## src/rtl/fdivsqrt_pkg.sv

```systemverilog
// rtl/fdivsqrt_pkg.sv - shared types and constants for the divide/sqrt iteration controller
// Purpose: state encoding and default step-counter width.
// Ports: none (package).
package fdivsqrt_pkg;

  localparam int DURLEN_DEFAULT = 6;

  typedef enum logic [1:0] {
    IDLE = 2'd0,
    BUSY = 2'd1,
    DONE = 2'd2
  } fsm_state_t;

endpackage

```

## src/rtl/fdivsqrt_stepcnt.sv

```systemverilog
// rtl/fdivsqrt_stepcnt.sv - loadable down-counter holding the remaining iteration count
// Purpose: DURLEN-bit step counter; priority reset > clr > load > dec.
// Ports:
//   clk, reset         : clock, synchronous active-high reset
//   load, load_val     : load a new count
//   dec                : decrement by one (caller guarantees count >= 1)
//   clr                : clear to zero
//   count              : current count
//   is_one             : count == 1
module fdivsqrt_stepcnt #(
  parameter int DURLEN = fdivsqrt_pkg::DURLEN_DEFAULT
) (
  input  logic              clk,
  input  logic              reset,
  input  logic              load,
  input  logic [DURLEN-1:0] load_val,
  input  logic              dec,
  input  logic              clr,
  output logic [DURLEN-1:0] count,
  output logic              is_one
);

  always_ff @(posedge clk) begin
    if (reset || clr) begin
      count <= '0;
    end else if (load) begin
      count <= load_val;
    end else if (dec) begin
      count <= count - DURLEN'(1);
    end
  end

  assign is_one = (count == DURLEN'(1));

endmodule

```

## src/rtl/fdivsqrt_iter_fsm.sv

```systemverilog
// rtl/fdivsqrt_iter_fsm.sv - iteration sequencer for the divide/square-root recurrence
// Purpose: accepts a start, enables the recurrence for max(CyclesE,1) cycles, then
//   presents ValidM until M accepts it. Flush aborts in any state.
// Optional feature: FDIVSQRT_SPECIALCASE_BYPASS_EN - when defined, a special-case
//   start skips the iterations and goes straight to DONE.
// Ports:
//   clk, reset     : clock, synchronous active-high reset
//   StartE         : start request (sampled in IDLE only)
//   CyclesE        : iteration count, sampled with StartE
//   SpecialCaseE   : special-case operand, sampled with StartE
//   FlushE         : abort, highest priority after reset
//   StallM         : M stage cannot accept the result
//   BusyE          : unit occupied
//   IterE          : perform one recurrence step
//   FirstIterE     : first recurrence step of the operation
//   StepE          : iterations remaining including the current one
//   ValidM         : result valid to M
module fdivsqrt_iter_fsm
  import fdivsqrt_pkg::*;
#(
  parameter int DURLEN = DURLEN_DEFAULT
) (
  input  logic              clk,
  input  logic              reset,
  input  logic              StartE,
  input  logic [DURLEN-1:0] CyclesE,
  input  logic              SpecialCaseE,
  input  logic              FlushE,
  input  logic              StallM,
  output logic              BusyE,
  output logic              IterE,
  output logic              FirstIterE,
  output logic [DURLEN-1:0] StepE,
  output logic              ValidM
);

`ifdef FDIVSQRT_SPECIALCASE_BYPASS_EN
  localparam bit BYPASS_EN = 1'b1;
`else
  localparam bit BYPASS_EN = 1'b0;
`endif

  fsm_state_t        state;
  logic              cnt_load;
  logic              cnt_dec;
  logic [DURLEN-1:0] cnt_load_val;
  logic              cnt_is_one;
  logic              bypass;

  // A zero count still needs one pass through the recurrence.
  assign cnt_load_val = (CyclesE == '0) ? DURLEN'(1) : CyclesE;
  assign cnt_load     = (state == IDLE) && StartE && !FlushE;
  assign cnt_dec      = (state == BUSY) && !FlushE;
  assign bypass       = BYPASS_EN && SpecialCaseE;

  fdivsqrt_stepcnt #(.DURLEN(DURLEN)) u_stepcnt (
    .clk      (clk),
    .reset    (reset),
    .load     (cnt_load),
    .load_val (cnt_load_val),
    .dec      (cnt_dec),
    .clr      (FlushE),
    .count    (StepE),
    .is_one   (cnt_is_one)
  );

  // Outputs are registered alongside the state so none depends on StartE combinationally.
  always_ff @(posedge clk) begin
    if (reset || FlushE) begin
      state      <= IDLE;
      BusyE      <= 1'b0;
      IterE      <= 1'b0;
      FirstIterE <= 1'b0;
      ValidM     <= 1'b0;
    end else begin
      case (state)
        IDLE: begin
          if (StartE) begin
            BusyE <= 1'b1;
            if (bypass) begin
              state  <= DONE;
              ValidM <= 1'b1;
            end else begin
              state      <= BUSY;
              IterE      <= 1'b1;
              FirstIterE <= 1'b1;
            end
          end
        end
        BUSY: begin
          FirstIterE <= 1'b0;
          if (cnt_is_one) begin
            state  <= DONE;
            IterE  <= 1'b0;
            ValidM <= 1'b1;
          end
        end
        DONE: begin
          // Returning to IDLE first means a start in the accept cycle is not taken.
          if (!StallM) begin
            state  <= IDLE;
            BusyE  <= 1'b0;
            ValidM <= 1'b0;
          end
        end
        default: begin
          state      <= IDLE;
          BusyE      <= 1'b0;
          IterE      <= 1'b0;
          FirstIterE <= 1'b0;
          ValidM     <= 1'b0;
        end
      endcase
    end
  end

endmodule

```

## config.mk

```make
export PLATFORM = sky130hd
export DESIGN_NAME = fdivsqrt_iter_fsm
export DESIGN_NICKNAME = d
export VERILOG_FILES = /design/src/rtl/fdivsqrt_pkg.sv /design/src/rtl/fdivsqrt_stepcnt.sv /design/src/rtl/fdivsqrt_iter_fsm.sv
export SDC_FILE = /design/constraint.sdc
export NUM_CORES = 1
export LEC_CHECK = 0
export CORE_MARGIN = 3
export CORE_UTILIZATION = 43
export DETAILED_ROUTE_END_ITERATION = 7
export PLACE_DENSITY = 0.76
export RECOVER_POWER = 50
export SYNTH_ARGS = -nofsm -noshare
export SYNTH_HDL_FRONTEND = slang
export SYNTH_SLANG_ARGS = --single-unit
```

## constraint.sdc

```tcl
create_clock -name clk -period 1.52 [get_ports clk]
set_input_delay 0.304 -clock clk [delete_from_list [all_inputs] [get_ports clk]]
set_output_delay 0.304 -clock clk [all_outputs]
set_load 0.005 [all_outputs]
```

Yosys cells after proc, flatten, opt, wreduce, memory -nomap -nowiden

Cells that the tools add are included.

Register bits after elaboration: 12
Latch bits: 0
Bits in writable memories: 0
Bits in read-only memories: 0
Input bits: 12
Output and inout bits: 10
Word-level logic and storage cells: 44
Memories kept: 0

Add/subtract/negate cells: 1
Multipliers: 0
Div/mod/pow operators: 0
Magnitude comparators: 0
Eq/ne operators: 6
Shift operators: 0
Mux-type cells: 15
Bitwise operators: 3
Reductions and logical operators: 13

Operators by type and width:

| kind                | number |
|---|---|
| $mux 6              | 3 |
| $reduce_and 3->1    | 4 |
| $pmux 1 s3          | 3 |
| $eq 6x1->1 const B  | 1 |
| $logic_not 6->1     | 1 |
| $mux 2              | 3 |
| $ne 2x2->1 const B  | 3 |
| $pmux 2 s3          | 1 |
| $sub 6x1->6 const B | 1 |
| $mux 1              | 4 |
| $logic_and 1x1->1   | 3 |
| $not 1->1           | 3 |
| $eq 2x1->1 const B  | 1 |
| $eq 2x2->1 const B  | 1 |
| $logic_not 2->1     | 1 |
| $pmux 1 s2          | 1 |
| $reduce_and 2->1    | 1 |
| $reduce_bool 2->1   | 1 |
| $logic_not 1->1     | 1 |
| $logic_or 1x1->1    | 1 |

Logic depth before layout (Yosys ltp)

Gate-level depths: netlist (run 1).

Depth after elaboration: 4
Mapped depth: 5
Mapped depth without buffers: 5

Cells and area by module

Synthesis (run 1) repeated with hierarchy kept, for this count alone.

Cells, all modules: 77
Area, all modules: 649.4 µm²

Modules (own cells, without submodules):

| module            | times used | cells each | area an instance (µm²) | seq. area each (µm²) |
|---|---|---|---|---|
| fdivsqrt_stepcnt  | 1          | 40         | 351.6                  | 120.1 |
| fdivsqrt_iter_fsm | 1          | 37         | 297.8                  | 120.1 |

Least setup slack after synthesis (run 1)

No wires, ideal clock.

Path kind: input to register
Start: input FlushE
End: register u_stepcnt.count[0]
Arrival: 1.328 ns
Data required time: 1.461 ns
Setup slack: 0.133 ns
Cell stages on the path: 5
Cells stage by stage: buf_6 -> or4b_1 -> buf_2 -> nor3_2 -> o221a_2

Longest elaborated chain between the ends: 3
Elaborated cells between the ends (all ways): 6

RTL lines:

| element                                     | line                                             | text |
|---|---|---|
| start: declaration                          | fdivsqrt_iter_fsm.sv:28                          | `input logic FlushE,` |
| $logic_not 1->1                             | fdivsqrt_iter_fsm.sv:52, fdivsqrt_iter_fsm.sv:53 |  |
| $logic_and 1x1->1, on equally long branches | fdivsqrt_iter_fsm.sv:52, fdivsqrt_iter_fsm.sv:53 |  |
| $mux 6 or $reduce_bool 2->1 (tied branches) | -                                                |  |
| end signal: assignment                      | fdivsqrt_stepcnt.sv:27                           | `count <= load_val;` |
| end signal: assignment                      | fdivsqrt_stepcnt.sv:29                           | `count <= count - DURLEN'(1);` |
| end: declaration                            | fdivsqrt_stepcnt.sv:19                           | `output logic [DURLEN-1:0] count,` |

Several ways; a longest one is shown, not always the timed one.
A chain may end at the register's enable or synchronous reset.

Final worst setup path (run 1)

Start: register u_stepcnt.count[4]
End: output StepE[4]

RTL lines:

| element          | line                    | text |
|---|---|---|
| end: declaration | fdivsqrt_iter_fsm.sv:33 | `output logic [DURLEN-1:0] StepE,` |

No word-level cell between the ends.

==> flow_metrics.tcl, run 1 <==
set metrics [dict create \
    outcome "finished, final reports clean" \
    fin_skew_ps 5.11 \
    drtIter0Drc 23 \
    synth_top_area_frac 0.358 \
    cts_buffers 3 \
    finalSetupViolCount 0 \
    wl_met2_um 856 \
    critPathTopFamily "buffers and inverters" \
    die_w_um 45.5 \
    grt_pass1_vias 659 \
    cts_max_path_buffers 2 \
    reg2reg_to "u_stepcnt.count[3]" \
    overflow 0 \
    antenna_found_initial 0 \
    cp_num_buf_inv 1 \
    yosysTopAreaCell "dfxtp_1" \
    cp_slowest_stage_delay_ps 510 \
    cp.required_ps 1220 \
    worstReg2RegStart "state[1]" \
    path_max_fanout 5 \
    slew_viol_final 0 \
    synth_cell_types 36 \
    hold_violations 0 \
    wl_met3_um 137 \
    synth.area.mux_share 0 \
    fillCellCount 127 \
    io_buffers 20 \
    rows 13 \
    final_cell_mix "clkdlybuf4s50_1 (18), a21oi_1 (7), dfxtp_1 (6), buf_4 (6)" \
    cts_hold_repair.buffers 0 \
    fin_hold_ws_ps 469 \
    synth_compound_area_frac 0.218 \
    cts.htree.levels 1 \
    hp-start "BusyE" \
    period_share 0.967 \
    cts-root-buf "clkbuf_4" \
    critPathSlowestCell "clkdlybuf4s50_1" \
    drt-total-wl_um 1790 \
    grt_usage 0.200 \
    cp-end-kind "output pin" \
    area_delta_synth_final_pct 43.3 \
    core_um2 1380 \
    slew_headroom 0.668 \
    synth_cells 79 \
    vdd_drop_max_uv 355 \
    top_layer_used "met4" \
    setup_ws_ps 49.4 \
    crit_chain "clkdlybuf4s50_1" \
    clkTransAtPathRegs_ps 70 \
    yosysSeqAreaShare 0.358 \
    yosys.area_share.xor_xnor 0 \
    p_leak_nw 0.357 \
    route.antenna.remaining_nets 0 \
    post-cts-setup-buffers 0 \
    layout_min_cycle_time_ps 1470 \
    start_kind "register" \
    synth_area_leaders "dfxtp_1 (36%), a21oi_1 (5.2%), ha_1 (3.7%)" \
    wl_per_cell_um 15.0 \
    synthAdderAreaFrac 0.0373 \
    synth_warnings 0 \
    hold_path.class "reg -> reg" \
    setup.worst_path.class "reg -> out" \
    synth_top_family_by_area "simple AND/OR/NAND/NOR gates" \
    instances_no_fill 119 \
    pin_count 22 \
    dieArea_um2 2070 \
    nets 120 \
    final_core_util 0.695 \
    clock.fmax_mhz 680 \
    ys_ff_latch 12 \
    synthSimpleGateAreaFrac 0.321 \
    place_ws_ps -322 \
    grt_first_pass_wirelength_um 2900 \
    dr_total_vias 702 \
    powerDensity_nw_per_um2 697 \
    drive_gt1_frac 0.212 \
    grt_max_degree 12 \
    drt-pass1-iter-count 4 \
    viasPerCell 5.90 \
    fp.dieH_um 45.5 \
    start_util 0.485 \
    dp_cells 116 \
    final_common_cell "clkdlybuf4s50_1" \
    tritoncts "built" \
    num_antenna_cells 0 \
    syn_avg_cell_area_um2 8.49 \
    min_to "BusyE" \
    syn-cell-area_um2 671 \
    drcViolationCount 0 \
    min_path_cells 2 \
    maxCapViolCount 0 \
    clkLatencyLatePin_ps 270 \
    regToRegSetupSlack_ps 70 \
    syn_nets 93 \
    wl_met1_um 765 \
    crit_arrival_ps 1170 \
    max_slew.worst_pin.slew_ps 493 \
    ff2ff_path_depth 4 \
    dpl.hpwl_um 1330 \
    place.gp.congestion 0.919 \
    cts_sinks 12 \
]
==> logic make-up after synthesis <==
group / after synthesis
adders and majority gates: 2
buffers and inverters: 9
DFF: 12
and+or+nand+nor: 34
AOI/OAI and AO/OA: 22
==> timing repair <==
item                       4_1_cts  5_1_grt
pin swaps                        1        2
setup endpoints to repair        5        9
resized for setup                4       10
==> synth_stat cells <==
cell type  number
a311oi_1        1
o211ai_1        1
a31oi_1         1
a2bb2oi_1       2
nand2_1         4
ha_1            2
nand2b_1        1
nor4_1          1
o21ai_0         4
and3_1          2
or2_2           1
nand4_1         1
or3b_1          1
nor4b_2         1
nor2b_1         3
or4b_1          1
nand3_1         3
a211o_1         2
nand4bb_1       1
dfxtp_1        12
nor2_1          4
or4_1           1
nor3_2          1
a21oi_1         7
buf_2           2
or3_1           1
nor4b_1         1
a22oi_1         1
buf_6           1
nor3b_1         1
o221a_2         1
inv_1           4
clkbuf_1        2
or3b_2          1
a211oi_1        2
nor3_1          4
==> routing by layer <==
metal | vias up | track usage
li1 | 348 | -
met1 | 324 | 0.253
met2 | 25 | 0.295
met3 | 5 | 0.0791
met4 | 0 | 0.0936
met5 | - | 0
==> area by class of cell <==
type | count | area, um2 | share of cell area
Multi-Input combinational cell | 58 | 402 | 0.418
Timing Repair Buffer | 27 | 250 | 0.260
Clock buffer | 3 | 22.5 | 0.0234
Sequential cell | 12 | 253 | 0.263
Inverter | 4 | 15.0 | 0.0156
Tap cell | 15 | 18.8 | 0.0195
==> metrics by stage <==
stage / power (mW) / area (um2) / TNS (ps)
after floorplan: 0.415 / 671 / 0
after global placement: 0.485 / 913 / -1840
after detailed placement: 0.488 / 913 / -2100
after CTS: 0.681 / 938 / 0
after global routing: 0.711 / 961 / -16.5
final: 0.670 / 961 / 0
==> state kept, by name, indices dropped and copies added, names as in the netlist <==
signal,flops
BusyE,1
IterE,1
FirstIterE,1
state,2
ValidM,1
u_stepcnt.count,6
==> power breakdown <==
part,total [mW],leakage [nW],switching [mW],internal [mW]
sequential,0.340,0.101,0.0142,0.326
clock,0.189,0.0138,0.0973,0.0917
combinational,0.141,0.242,0.0591,0.0822
==> worst max-delay path by stage <==
stage / start / endpoint / slack (ps) / cells past startpoint
final: u_stepcnt.count[4] / StepE[4] / 50 / 1
after floorplan: FlushE / u_stepcnt.count[0] / 130 / 5
after CTS: u_stepcnt.count[4] / StepE[4] / 2 / 1
after global placement: StartE / u_stepcnt.count[0] / -300 / 4
after detailed placement: StartE / u_stepcnt.count[0] / -320 / 4
after global routing: state[0] / u_stepcnt.count[3] / -20 / 5
No activity file was read; power rests on OpenSTA's default activity.
==> run 2, diff against run 1 <==
--- a/config.mk
+++ b/config.mk
@@ -8,6 +8,7 @@
 export CORE_MARGIN = 3
 export CORE_UTILIZATION = 43
 export DETAILED_ROUTE_END_ITERATION = 7
+export GPL_TIMING_DRIVEN = 0
 export PLACE_DENSITY = 0.76
 export RECOVER_POWER = 50
 export SYNTH_ARGS = -nofsm -noshare
==> run 2 against run 1 <==
Die area did not move; combinational power shrank 6%; sequential share of layout area rose by 0.98 points; routed wire length decreased by 6.6%; global-route usage shrank 2.0 points; count of clock-buffer cells in the layout is the same; utilization fell by 2.2 points; worst setup slack lost 1.2 ps; largest power group unchanged; highest routed layer unchanged.
==> flow_metrics.tcl, run 2 (synthesis gave the netlist of run 1 again) <==
set metrics [dict create \
    outcome "finished, final reports clean" \
    setup_ws_ps 48.3 \
    p_comb_frac 0.200 \
    die_w_um 45.5 \
    drt-pass1-iter-count 6 \
    path_max_fanout 5 \
    fillCellCount 116 \
    hold_violations 0 \
    route.antenna.remaining_nets 0 \
    hold_path.class "in -> reg" \
    cts.htree.levels 1 \
    drt-total-wl_um 1670 \
    dpl.hpwl_um 1270 \
    io_buffers 19 \
    cts_hold_repair.buffers 0 \
    drtIter0Drc 8 \
    overflow 0 \
    fin_skew_ps 2.41 \
    powerDensity_nw_per_um2 716 \
    drcViolationCount 0 \
    period_share 0.968 \
    drive_gt1_frac 0.198 \
    pin_count 22 \
    critPathSlowestCell "clkdlybuf4s50_1" \
    clock.fmax_mhz 679 \
    power.switching_mw 0.172 \
    grt_pass1_vias 595 \
    top_regs "u_stepcnt.count: 6 flops, state: 2 flops" \
    power_mw 0.666 \
    p_seq_frac 0.512 \
    cp.required_ps 1220 \
    vdd_drop_max_uv 606 \
    final_core_util 0.673 \
    layout_min_cycle_time_ps 1470 \
    grt_max_degree 11 \
    rows 13 \
    cp-end-kind "output pin" \
    cts_max_path_buffers 2 \
    pwr-share-clk 0.288 \
    fp.dieH_um 45.5 \
    crit_arrival_ps 1170 \
    start_kind "register" \
    dr_total_vias 668 \
    p_int_mw 0.494 \
    slew_headroom 0.670 \
    nets 117 \
    grt_usage 0.180 \
    area_delta_synth_final_pct 38.8 \
    final_cell_mix "clkdlybuf4s50_1 (17), a21oi_1 (7), dfxtp_1 (5), dfxtp_2 (5)" \
    cts_buffers 3 \
    slew_viol_final 0 \
    swShare 0.259 \
    critPathTopFamily "buffers and inverters" \
    setup.worst_path.class "reg -> out" \
    num_antenna_cells 0 \
    antenna_found_initial 0 \
    cts_sinks 12 \
    maxCapViolCount 0 \
    crit_chain "clkdlybuf4s50_1" \
    viasPerCell 5.76 \
    tritoncts "built" \
    clkLatencyLatePin_ps 270 \
    p_leak_nw 0.336 \
    dieArea_um2 2070 \
    wl_per_cell_um 14.4 \
    cts-root-buf "clkbuf_4" \
    max_slew.worst_pin.slew_ps 491 \
    start_util 0.485 \
    clkTransAtPathRegs_ps 70 \
    largest_reg_flops 6 \
    cp_slowest_stage_delay_ps 510 \
    largest_register "u_stepcnt.count" \
    cp_num_buf_inv 1 \
    place_ws_ps -407 \
    finalSetupViolCount 0 \
    final_common_cell "clkdlybuf4s50_1" \
    core_um2 1380 \
    place.gp.congestion 0.839 \
    grt_first_pass_wirelength_um 2740 \
    fin_hold_ws_ps 377 \
]
==> run 2: cell type report <==
type / count / area [um2] / area share
clock buffer: 3 / 22.5 / 0.0242
tap: 15 / 18.8 / 0.0202
inverter: 4 / 15.0 / 0.0161
timing repair buffer: 19 / 189 / 0.203
buffer: 5 / 30.0 / 0.0323
sequential: 12 / 254 / 0.273
multi-input combinational: 58 / 402 / 0.431
==> run 2: metal layers <==
layer / part of all wire / GRT usage / vias to the layer above
met1: 0.49 / 0.260 / 310
met2: 0.45 / 0.256 / 15
met5: 0 / 0 / -
met4: 0.0030 / 0.0351 / 0
met3: 0.052 / 0.0632 / 2
li1: - / - / 341
==> run 2: stage by stage <==
step | TNS, ps | std cells | area, um2
3_3_place_gp | -1720 | 113 | 880
4_1_cts | 0 | 116 | 913
6_report | 0 | 116 | 931
2_1_floorplan | 0 | 79 | 671
3_5_place_dp | -1830 | 113 | 880
5_1_grt | -8.38 | 116 | 931
==> run 2: final timing paths <==
| check | startpoint | endpoint | slack [ps] | cells after the start |
|---|---|---|---|---|
| worst max register to register | state[0] | u_stepcnt.count[0] | 60 | 4 |
| worst min-delay path | FlushE | u_stepcnt.count[0] | 380 | 3 |
| worst min register to register | BusyE | BusyE | 470 | 2 |
| worst max-delay path | u_stepcnt.count[4] | StepE[4] | 50 | 1 |
==> run 2: power by group through the flow <==
| stage | logic (mW) | clock network, mW | registers (mW) |
|---|---|---|---|
| final | 0.133 | 0.192 | 0.341 |
| after global routing | 0.146 | 0.218 | 0.343 |
| after CTS | 0.133 | 0.204 | 0.342 |
| after detailed placement | 0.131 | 0 | 0.348 |
| after global placement | 0.130 | 0 | 0.347 |
| after floorplan | 0.0688 | 0 | 0.346 |
==> run 2: repair_timing <==
action	CTS	global route
gates resized for setup	5	10
pin swaps	0	0
buffers inserted	0	0
setup endpoints to repair	7	10
==> run 3, diff against run 2 <==
--- a/config.mk
+++ b/config.mk
@@ -8,6 +8,7 @@
 export CORE_MARGIN = 3
 export CORE_UTILIZATION = 43
 export DETAILED_ROUTE_END_ITERATION = 7
+export GPL_ROUTABILITY_DRIVEN = 0
 export GPL_TIMING_DRIVEN = 0
 export PLACE_DENSITY = 0.76
 export RECOVER_POWER = 50
==> results of run 3 <==
The final DEF is identical to that of run 2; final timing and power are the same.
